===== src/rtl/seq_serial_pkg.sv =====
// Shared types and line constants for the seq_serial transmitter/receiver pair.
package seq_serial_pkg;

  // Frame states; PARITY is only visited when parity is enabled.
  typedef enum logic [2:0] {
    IDLE   = 3'd0,
    START  = 3'd1,
    DATA   = 3'd2,
    PARITY = 3'd3,
    STOP   = 3'd4
  } state_t;

  // Serial line levels.
  localparam logic LINE_IDLE = 1'b1;
  localparam logic START_BIT = 1'b0;
  localparam logic STOP_BIT  = 1'b1;

  // Width of a counter covering 0..range-1, never narrower than one bit.
  function automatic int cnt_width(input int range);
    return (range > 1) ? $clog2(range) : 1;
  endfunction

endpackage


===== src/rtl/seq_serial_bit_timer.sv =====
// Per-bit cycle counter: wraps 0..CLKS_PER_BIT-1 and flags the final cycle of a bit.
module seq_serial_bit_timer
  import seq_serial_pkg::*;
#(
  parameter int CLKS_PER_BIT = 2
) (
  input  logic clk,
  input  logic reset,
  input  logic clear,
  output logic last_cycle
);

  localparam int CW = cnt_width(CLKS_PER_BIT);
  localparam logic [CW-1:0] LAST = CW'(CLKS_PER_BIT - 1);

  logic [CW-1:0] count;

  // Count cycles within a bit; clear holds the counter at zero.
  always_ff @(posedge clk or negedge reset) begin
    if (!reset) begin
      count <= '0;
    end else if (clear || (count == LAST)) begin
      count <= '0;
    end else begin
      count <= count + CW'(1);
    end
  end

  assign last_cycle = (count == LAST);

endmodule


===== src/rtl/seq_serial_tx.sv =====
// Parallel-to-serial line transmitter: start, NBITS data (LSB first), optional
// even parity, stop. Each serial bit is held CLKS_PER_BIT cycles.
//
// Handshake: a frame is taken on a rising edge where in_val && in_rdy are both
// high; in_data is sampled only at that edge. in_rdy depends on state only
// (never on in_val), so the sender may hold in_val high to stream frames.
module seq_serial_tx
  import seq_serial_pkg::*;
#(
  parameter int NBITS        = 8,
  parameter int CLKS_PER_BIT = 2,
  parameter bit PARITY_EN    = 1'b1
) (
  input  logic             clk,
  input  logic             reset,
  input  logic             in_val,
  output logic             in_rdy,
  input  logic [NBITS-1:0] in_data,
  output logic             out,
  output logic             busy
);

  localparam int BW = cnt_width(NBITS);
  localparam logic [BW-1:0] LAST_BIT = BW'(NBITS - 1);

  // FSM state is a named state_t signal so checkers can bind to it directly.
  state_t           state, state_d;
  logic [NBITS-1:0] shift_q, shift_d;
  logic [BW-1:0]    bit_idx, bit_idx_d;
  logic             parity_q, parity_d;
  logic             out_q, out_d;
  logic             last_cycle;
  logic             accept;

  // The timer idles at zero in IDLE so the first START cycle starts counting from 0.
  seq_serial_bit_timer #(
    .CLKS_PER_BIT(CLKS_PER_BIT)
  ) u_timer (
    .clk       (clk),
    .reset     (reset),
    .clear     (state == IDLE),
    .last_cycle(last_cycle)
  );

  assign in_rdy = (state == IDLE) || ((state == STOP) && last_cycle);
  assign accept = in_val && in_rdy;
  assign busy   = (state != IDLE);
  assign out    = out_q;

  // Next-state, datapath and next line level; the line level is computed from
  // the state being entered so out is registered yet aligned with the state.
  always_comb begin
    state_d   = state;
    shift_d   = shift_q;
    bit_idx_d = bit_idx;
    parity_d  = parity_q;
    out_d     = out_q;
    case (state)
      IDLE: begin
        out_d = LINE_IDLE;
        if (accept) begin
          state_d   = START;
          shift_d   = in_data;
          bit_idx_d = '0;
          parity_d  = 1'b0;
          out_d     = START_BIT;
        end
      end
      START: begin
        if (last_cycle) begin
          state_d = DATA;
          out_d   = shift_q[0];
        end
      end
      DATA: begin
        if (last_cycle) begin
          parity_d = parity_q ^ shift_q[0];
          if (bit_idx == LAST_BIT) begin
            bit_idx_d = '0;
            if (PARITY_EN) begin
              state_d = PARITY;
              out_d   = parity_d;
            end else begin
              state_d = STOP;
              out_d   = STOP_BIT;
            end
          end else begin
            bit_idx_d = bit_idx + BW'(1);
            shift_d   = shift_q >> 1;
            out_d     = shift_d[0];
          end
        end
      end
      PARITY: begin
        if (last_cycle) begin
          state_d = STOP;
          out_d   = STOP_BIT;
        end
      end
      STOP: begin
        if (last_cycle) begin
          if (accept) begin
            state_d   = START;
            shift_d   = in_data;
            bit_idx_d = '0;
            parity_d  = 1'b0;
            out_d     = START_BIT;
          end else begin
            state_d = IDLE;
            out_d   = LINE_IDLE;
          end
        end
      end
      default: begin
        state_d = IDLE;
        out_d   = LINE_IDLE;
      end
    endcase
  end

  // State, shift register, parity accumulator and line register.
  always_ff @(posedge clk or negedge reset) begin
    if (!reset) begin
      state    <= IDLE;
      shift_q  <= '0;
      bit_idx  <= '0;
      parity_q <= 1'b0;
      out_q    <= LINE_IDLE;
    end else begin
      state    <= state_d;
      shift_q  <= shift_d;
      bit_idx  <= bit_idx_d;
      parity_q <= parity_d;
      out_q    <= out_d;
    end
  end

endmodule


===== config.mk =====
export PLATFORM = sky130hd
export DESIGN_NAME = seq_serial_tx
export DESIGN_NICKNAME = d
export VERILOG_FILES = /design/src/rtl/seq_serial_pkg.sv /design/src/rtl/seq_serial_bit_timer.sv /design/src/rtl/seq_serial_tx.sv
export SDC_FILE = /design/constraint.sdc
export NUM_CORES = 1
export LEC_CHECK = 0
export CAP_MARGIN = 5
export CORE_ASPECT_RATIO = 0.9
export CORE_UTILIZATION = 30
export DETAILED_ROUTE_END_ITERATION = 12
export PLACE_DENSITY_LB_ADDON = 0.08
export SLEW_MARGIN = 20
export SYNTH_ARGS = -nofsm -noshare
export SYNTH_HDL_FRONTEND = slang
export SYNTH_SLANG_ARGS = --single-unit

===== constraint.sdc =====
create_clock -name clk -period 3.3 [get_ports clk]
set_clock_uncertainty 0.1 [all_clocks]
set_input_delay 0.66 -clock clk [delete_from_list [all_inputs] [get_ports clk]]
set_output_delay 0.66 -clock clk [all_outputs]
set_load 0.02 [all_outputs]

-- After elaboration in Yosys (flattened, before gate mapping)
Cells that the tools add are included.
- flip-flop bits (word level): 17
- input port bits: 11
- output and inout port bits: 3
- logic and storage cells: 62
- add/subtract/negate cells: 2
- eq/ne operators: 12
- multiplexer cells: 30
- bitwise gates (word level): 1
- reductions and logical operators: 11
- operators by type and width (cell ; count):
    $mux 8 ; 4
    $mux 3 ; 10
    $pmux 8 s3 ; 1
    $pmux 3 s5 ; 1
    $mux 1 ; 11
    $pmux 3 s3 ; 1
    $ne 2x1->1 const B ; 4
    $reduce_and 4->1 ; 2
    $eq 3x2->1 const B ; 2
    $eq 3x3->1 const B ; 2
    $ne 2x2->1 const B ; 3
    $reduce_and 6->1 ; 1
    $reduce_bool 3->1 ; 2
    $pmux 1 s5 ; 1
    $add 3x1->3 const B ; 1
    $eq 3x1->1 const B ; 1
    $logic_not 3->1 ; 1
    $pmux 1 s3 ; 1
    $reduce_and 3->1 ; 1
    $logic_and 1x1->1 ; 2
    $logic_or 1x1->1 ; 2
    $add 1x1->1 const B ; 1
    $xor 1x1->1 ; 1

-- Depth between registers and ports, before layout
- word-level depth: 7
- gate-level depth with buffers: 6
- depth with buffers taken out: 5

-- Modules after synthesis
Synthesis repeated with hierarchy kept, for this count alone.
- cells, all modules: 88
- area total of the unflattened synthesis: 974.7 sq um
- modules (own cells, without submodules) (module ; instances ; cells each ; area each (sq um)):
    seq_serial_tx ; 1 ; 86 ; 945.9
    seq_serial_bit_timer ; 1 ; 2 ; 28.8

-- Worst setup path after synthesis
OpenSTA, ideal clock, no wires.
- kind: reg-to-output
- start: register state[0]
- end: output port in_rdy
- arrival time: 1.196 ns
- required time: 2.540 ns
- setup slack: 1.344 ns
- stages on the path, launching flop included: 4
- cells stage by stage: dfrtp_1 > buf_2 > buf_1 > nor3_1
- word-level cells in the longest chain between the ends: 3
- elaborated cells on any way between the ends: 4
- RTL lines (element ; RTL line ; source):
    start, declared ; seq_serial_tx.sv:27 ; state_t state, state_d;
    start signal, assigned ; seq_serial_tx.sv:130 ; state <= state_d;
    $eq 3x3->1 ; seq_serial_tx.sv:45 ; assign in_rdy = (state == IDLE) || ((state == STOP) && last_cycle);
    $logic_and 1x1->1 ; seq_serial_tx.sv:45 ;
    $logic_or 1x1->1 * ; seq_serial_tx.sv:45 ;
    end, declared ; seq_serial_tx.sv:17 ; output logic in_rdy,
Mark *: on every way between the ends. The rest lies on a longest branch, timed or not.

-- Worst setup path after layout
- start: register state[0]
- end: output port busy
- word-level cells in the longest chain between the ends: 1
- RTL lines (element ; RTL line ; source):
    $reduce_bool 3->1 ; seq_serial_tx.sv:47 ; assign busy = (state != IDLE);
    end, declared ; seq_serial_tx.sv:20 ; output logic busy
No other way between the ends.

==> results.toml <==
[floorplanning]
die_h_um = 55.6
die_footprint_mm2 = 0.00342
core_region_area_mm2 = 0.00304
die_width_um = 61.5
ioPinCount = 14
initial_utilization = 0.314
std_cell_rows = 19

[clock_tree]
cts.clk_slew.worst_paths_ns = 0.10
cts_inserted_buffers = 3
cts_max_level = 1
post_cts_resize_count = 0
clockBufferDepth = 2
cts_post_setup_buffers_inserted = 0
clkLatencyLatePin_ns = 0.28
cts_tree = "built"
cts-hold-fix-buffers = 0
clock-root-buffer = "sky130_fd_sc_hd__clkbuf_4"
clock_sinks = 17

[synth]
synthCells = 84
synth.cell_area_um2 = 956
yosys.cell_types.count = 34
syn_nets = 97
synth-seq-cells = 17
ys_warnings = 0
avgSynthCellArea_um2 = 11.4
synth_seq_area_share = 0.446

[setup_path]
critical-path-max-stage-delay_ns = 0.59
critPathMaxFanout = 16
crit_path_start_kind = "flop"
r2r.worst_path.cells = 4
crit_path_max_delay_family = "buffers and inverters"
worst-endpoint-required_ns = 2.54
worst_ep_arrival_time_ns = 1.89
timing.critical_path.slowest_stage_cell = "sky130_fd_sc_hd__dfrtp_1"
crit_path_cell_trace = "nor3_1 -> inv_1 -> clkdlybuf4s50_1"
end_kind = "primary output"
path_class = "flop to primary output"
timing.reg2reg.setup_slack_ns = 1.31
cp.buffers_inverters = 2
critical_path_depth = 3

[power]
seqPwrFrac = 0.411
power_switching_uw = 400
switching_share = 0.382
power.leakage_uw = 0.000480
power_density_mw_per_mm2 = 921
power_frac_clock = 0.106
cellInternalPower_uw = 648
power_frac_comb = 0.483
vdd_ir_drop_max_mv = 0.396

[run_status]
run_status = "completed"

[routing]
detailroute.via_count = 675
drt_wl_total_um = 1760
drtIter0Drc = 9
via_per_inst = 4.89
wl_per_cell_um = 12.8
post-route-drc-count = 0
route.antenna.remaining_nets = 0
first_pass_iteration_count_of_the_detailed_router = 2

[placed_design]
place.gp.congestion = 0.625
port_buffers = 13
hpwlAfterDp_um = 1200

[timing]
drv_slew = 0
finalHoldWorstSlack_ns = 0.408
final_period_minus_worst_setup_slack_ns = 2.65
fin_setup_tns_ns = 0
final_worst_path_period_share = 0.803
max-slew-margin-rel = 0.476
endpoints_failing_setup = 0
rsz0062_at_grt = "no"
fmaxAchievable_mhz = 377
report.final.hold_viol_count = 0
worst-slew-pin-transition_ns = 0.784

[flow_run]
cap_viol_max_count = 0

[worst_hold_path]
hold_path_class = "flop to flop"
number_of_instances_on_the_worst_hold_path = 1

[global_route]
number_of_antenna_violations_at_the_first_check_in_global_routing = 0
groute.usage.overall = 0.119
grt_first_pass_wirelength_um = 3010
grt-ovfl-total = 0
first_global_vias = 648
grt_start_max_net_pins = 18

[finish]
final_nets = 110
layout-drive-gt1-share = 0.250
syn_to_final_growth_pct = 19.1
antennaDiodeCount = 0
most-common-layout-cells = "sky130_fd_sc_hd__mux2_2, sky130_fd_sc_hd__dfrtp_1, sky130_fd_sc_hd__clkdlybuf4s50_1"
==> flip-flops by register name, indices dropped and copies added (netlist names) <==
register and flops:
out 1, parity_q 1, bit_idx 3, shift_q 8, u_timer.last_cycle 1, state 3
==> Yosys cell counts <==
master | count | area, um2
sky130_fd_sc_hd__a21o_1 | 2 | 15.0
sky130_fd_sc_hd__a21oi_1 | 2 | 10.0
sky130_fd_sc_hd__a21oi_4 | 1 | 16.3
sky130_fd_sc_hd__a22o_1 | 1 | 8.76
sky130_fd_sc_hd__a32o_1 | 2 | 20.0
sky130_fd_sc_hd__a41oi_1 | 1 | 8.76
sky130_fd_sc_hd__and3b_1 | 2 | 17.5
sky130_fd_sc_hd__buf_1 | 1 | 3.75
sky130_fd_sc_hd__buf_2 | 3 | 15.0
sky130_fd_sc_hd__buf_6 | 1 | 11.3
sky130_fd_sc_hd__clkbuf_1 | 1 | 3.75
sky130_fd_sc_hd__dfrtp_1 | 16 | 400
sky130_fd_sc_hd__dfstp_2 | 1 | 26.3
sky130_fd_sc_hd__ha_1 | 2 | 25.0
sky130_fd_sc_hd__inv_1 | 4 | 15.0
sky130_fd_sc_hd__mux2_2 | 16 | 180
sky130_fd_sc_hd__nand2_1 | 3 | 11.3
sky130_fd_sc_hd__nand2b_1 | 2 | 12.5
sky130_fd_sc_hd__nand3_1 | 1 | 5.00
sky130_fd_sc_hd__nand3b_1 | 1 | 7.51
sky130_fd_sc_hd__nor2_1 | 5 | 18.8
sky130_fd_sc_hd__nor2b_1 | 1 | 6.26
sky130_fd_sc_hd__nor3_1 | 2 | 10.0
sky130_fd_sc_hd__nor3b_1 | 1 | 7.51
sky130_fd_sc_hd__nor3b_2 | 1 | 12.5
sky130_fd_sc_hd__nor4b_1 | 1 | 8.76
sky130_fd_sc_hd__nor4bb_1 | 1 | 10.0
sky130_fd_sc_hd__o21a_1 | 1 | 7.51
sky130_fd_sc_hd__o21ai_0 | 2 | 10.0
sky130_fd_sc_hd__o21bai_1 | 1 | 7.51
sky130_fd_sc_hd__o22ai_1 | 1 | 6.26
sky130_fd_sc_hd__o32ai_1 | 1 | 8.76
sky130_fd_sc_hd__or3_4 | 1 | 11.3
sky130_fd_sc_hd__xor2_1 | 2 | 17.5
==> metrics by stage <==
| step | std cells | setup WS, ns | total power [uW] | utilization | area, um2 |
|---|---|---|---|---|---|
| floorplan | 84 | 1.34 | 816 | - | 956 |
| global placement | 134 | 0.840 | 937 | 0.366 | 1110 |
| detailed placement | 134 | 0.829 | 947 | 0.366 | 1110 |
| CTS | 138 | 0.628 | 1070 | 0.374 | 1140 |
| global route | 138 | 0.511 | 1130 | 0.374 | 1140 |
| finish | 138 | 0.650 | 1050 | 0.374 | 1140 |
==> power by group through the flow <==
stage / registers (uW) / clock network [uW] / logic (uW)
6_report: 430 / 112 / 506
3_3_place_gp: 430 / 0 / 507
5_1_grt: 446 / 126 / 557
4_1_cts: 430 / 120 / 516
3_5_place_dp: 435 / 0 / 512
2_1_floorplan: 360 / 0 / 456
==> path summary, 6_finish.rpt <==
path | from | endpoint
max reg2reg | state[2] | shift_q[0]
min | bit_idx[2] | bit_idx[2]
min in group asynchronous | reset | state[2]
min reg2reg | bit_idx[2] | bit_idx[2]
max | state[0] | busy
max in group asynchronous | reset | shift_q[3]
==> layout make-up <==
type,count,area [um2]
Fill cell,336,1900
Multi-Input combinational cell,57,480
Sequential cell,17,427
Timing Repair Buffer,14,138
Tap cell,42,52.6
Clock buffer,4,26.3
Inverter,4,15.0
==> metal layers <==
layer,up-vias,global-route usage,wire [um]
met3,2,0.0492,64
met1,336,0.176,872
li1,328,-,-
met2,9,0.164,808
met4,0,0.0190,17
met5,-,0,0
==> cell families (layout without fill, tap and decap cells) <==
group	count (synthesis)	after routing	share of synthesized area
and+or+nand+nor	22	22	0.145
DFF	17	17	0.446
muxes	16	16	0.188
AOI/OAI and AO/OA	15	15	0.124
buffers and inverters	10	22	0.0510
adders and majority gates	2	2	0.0262
xor gates and xnor gates	2	2	0.0183
(Power assumes the default switching activity.)
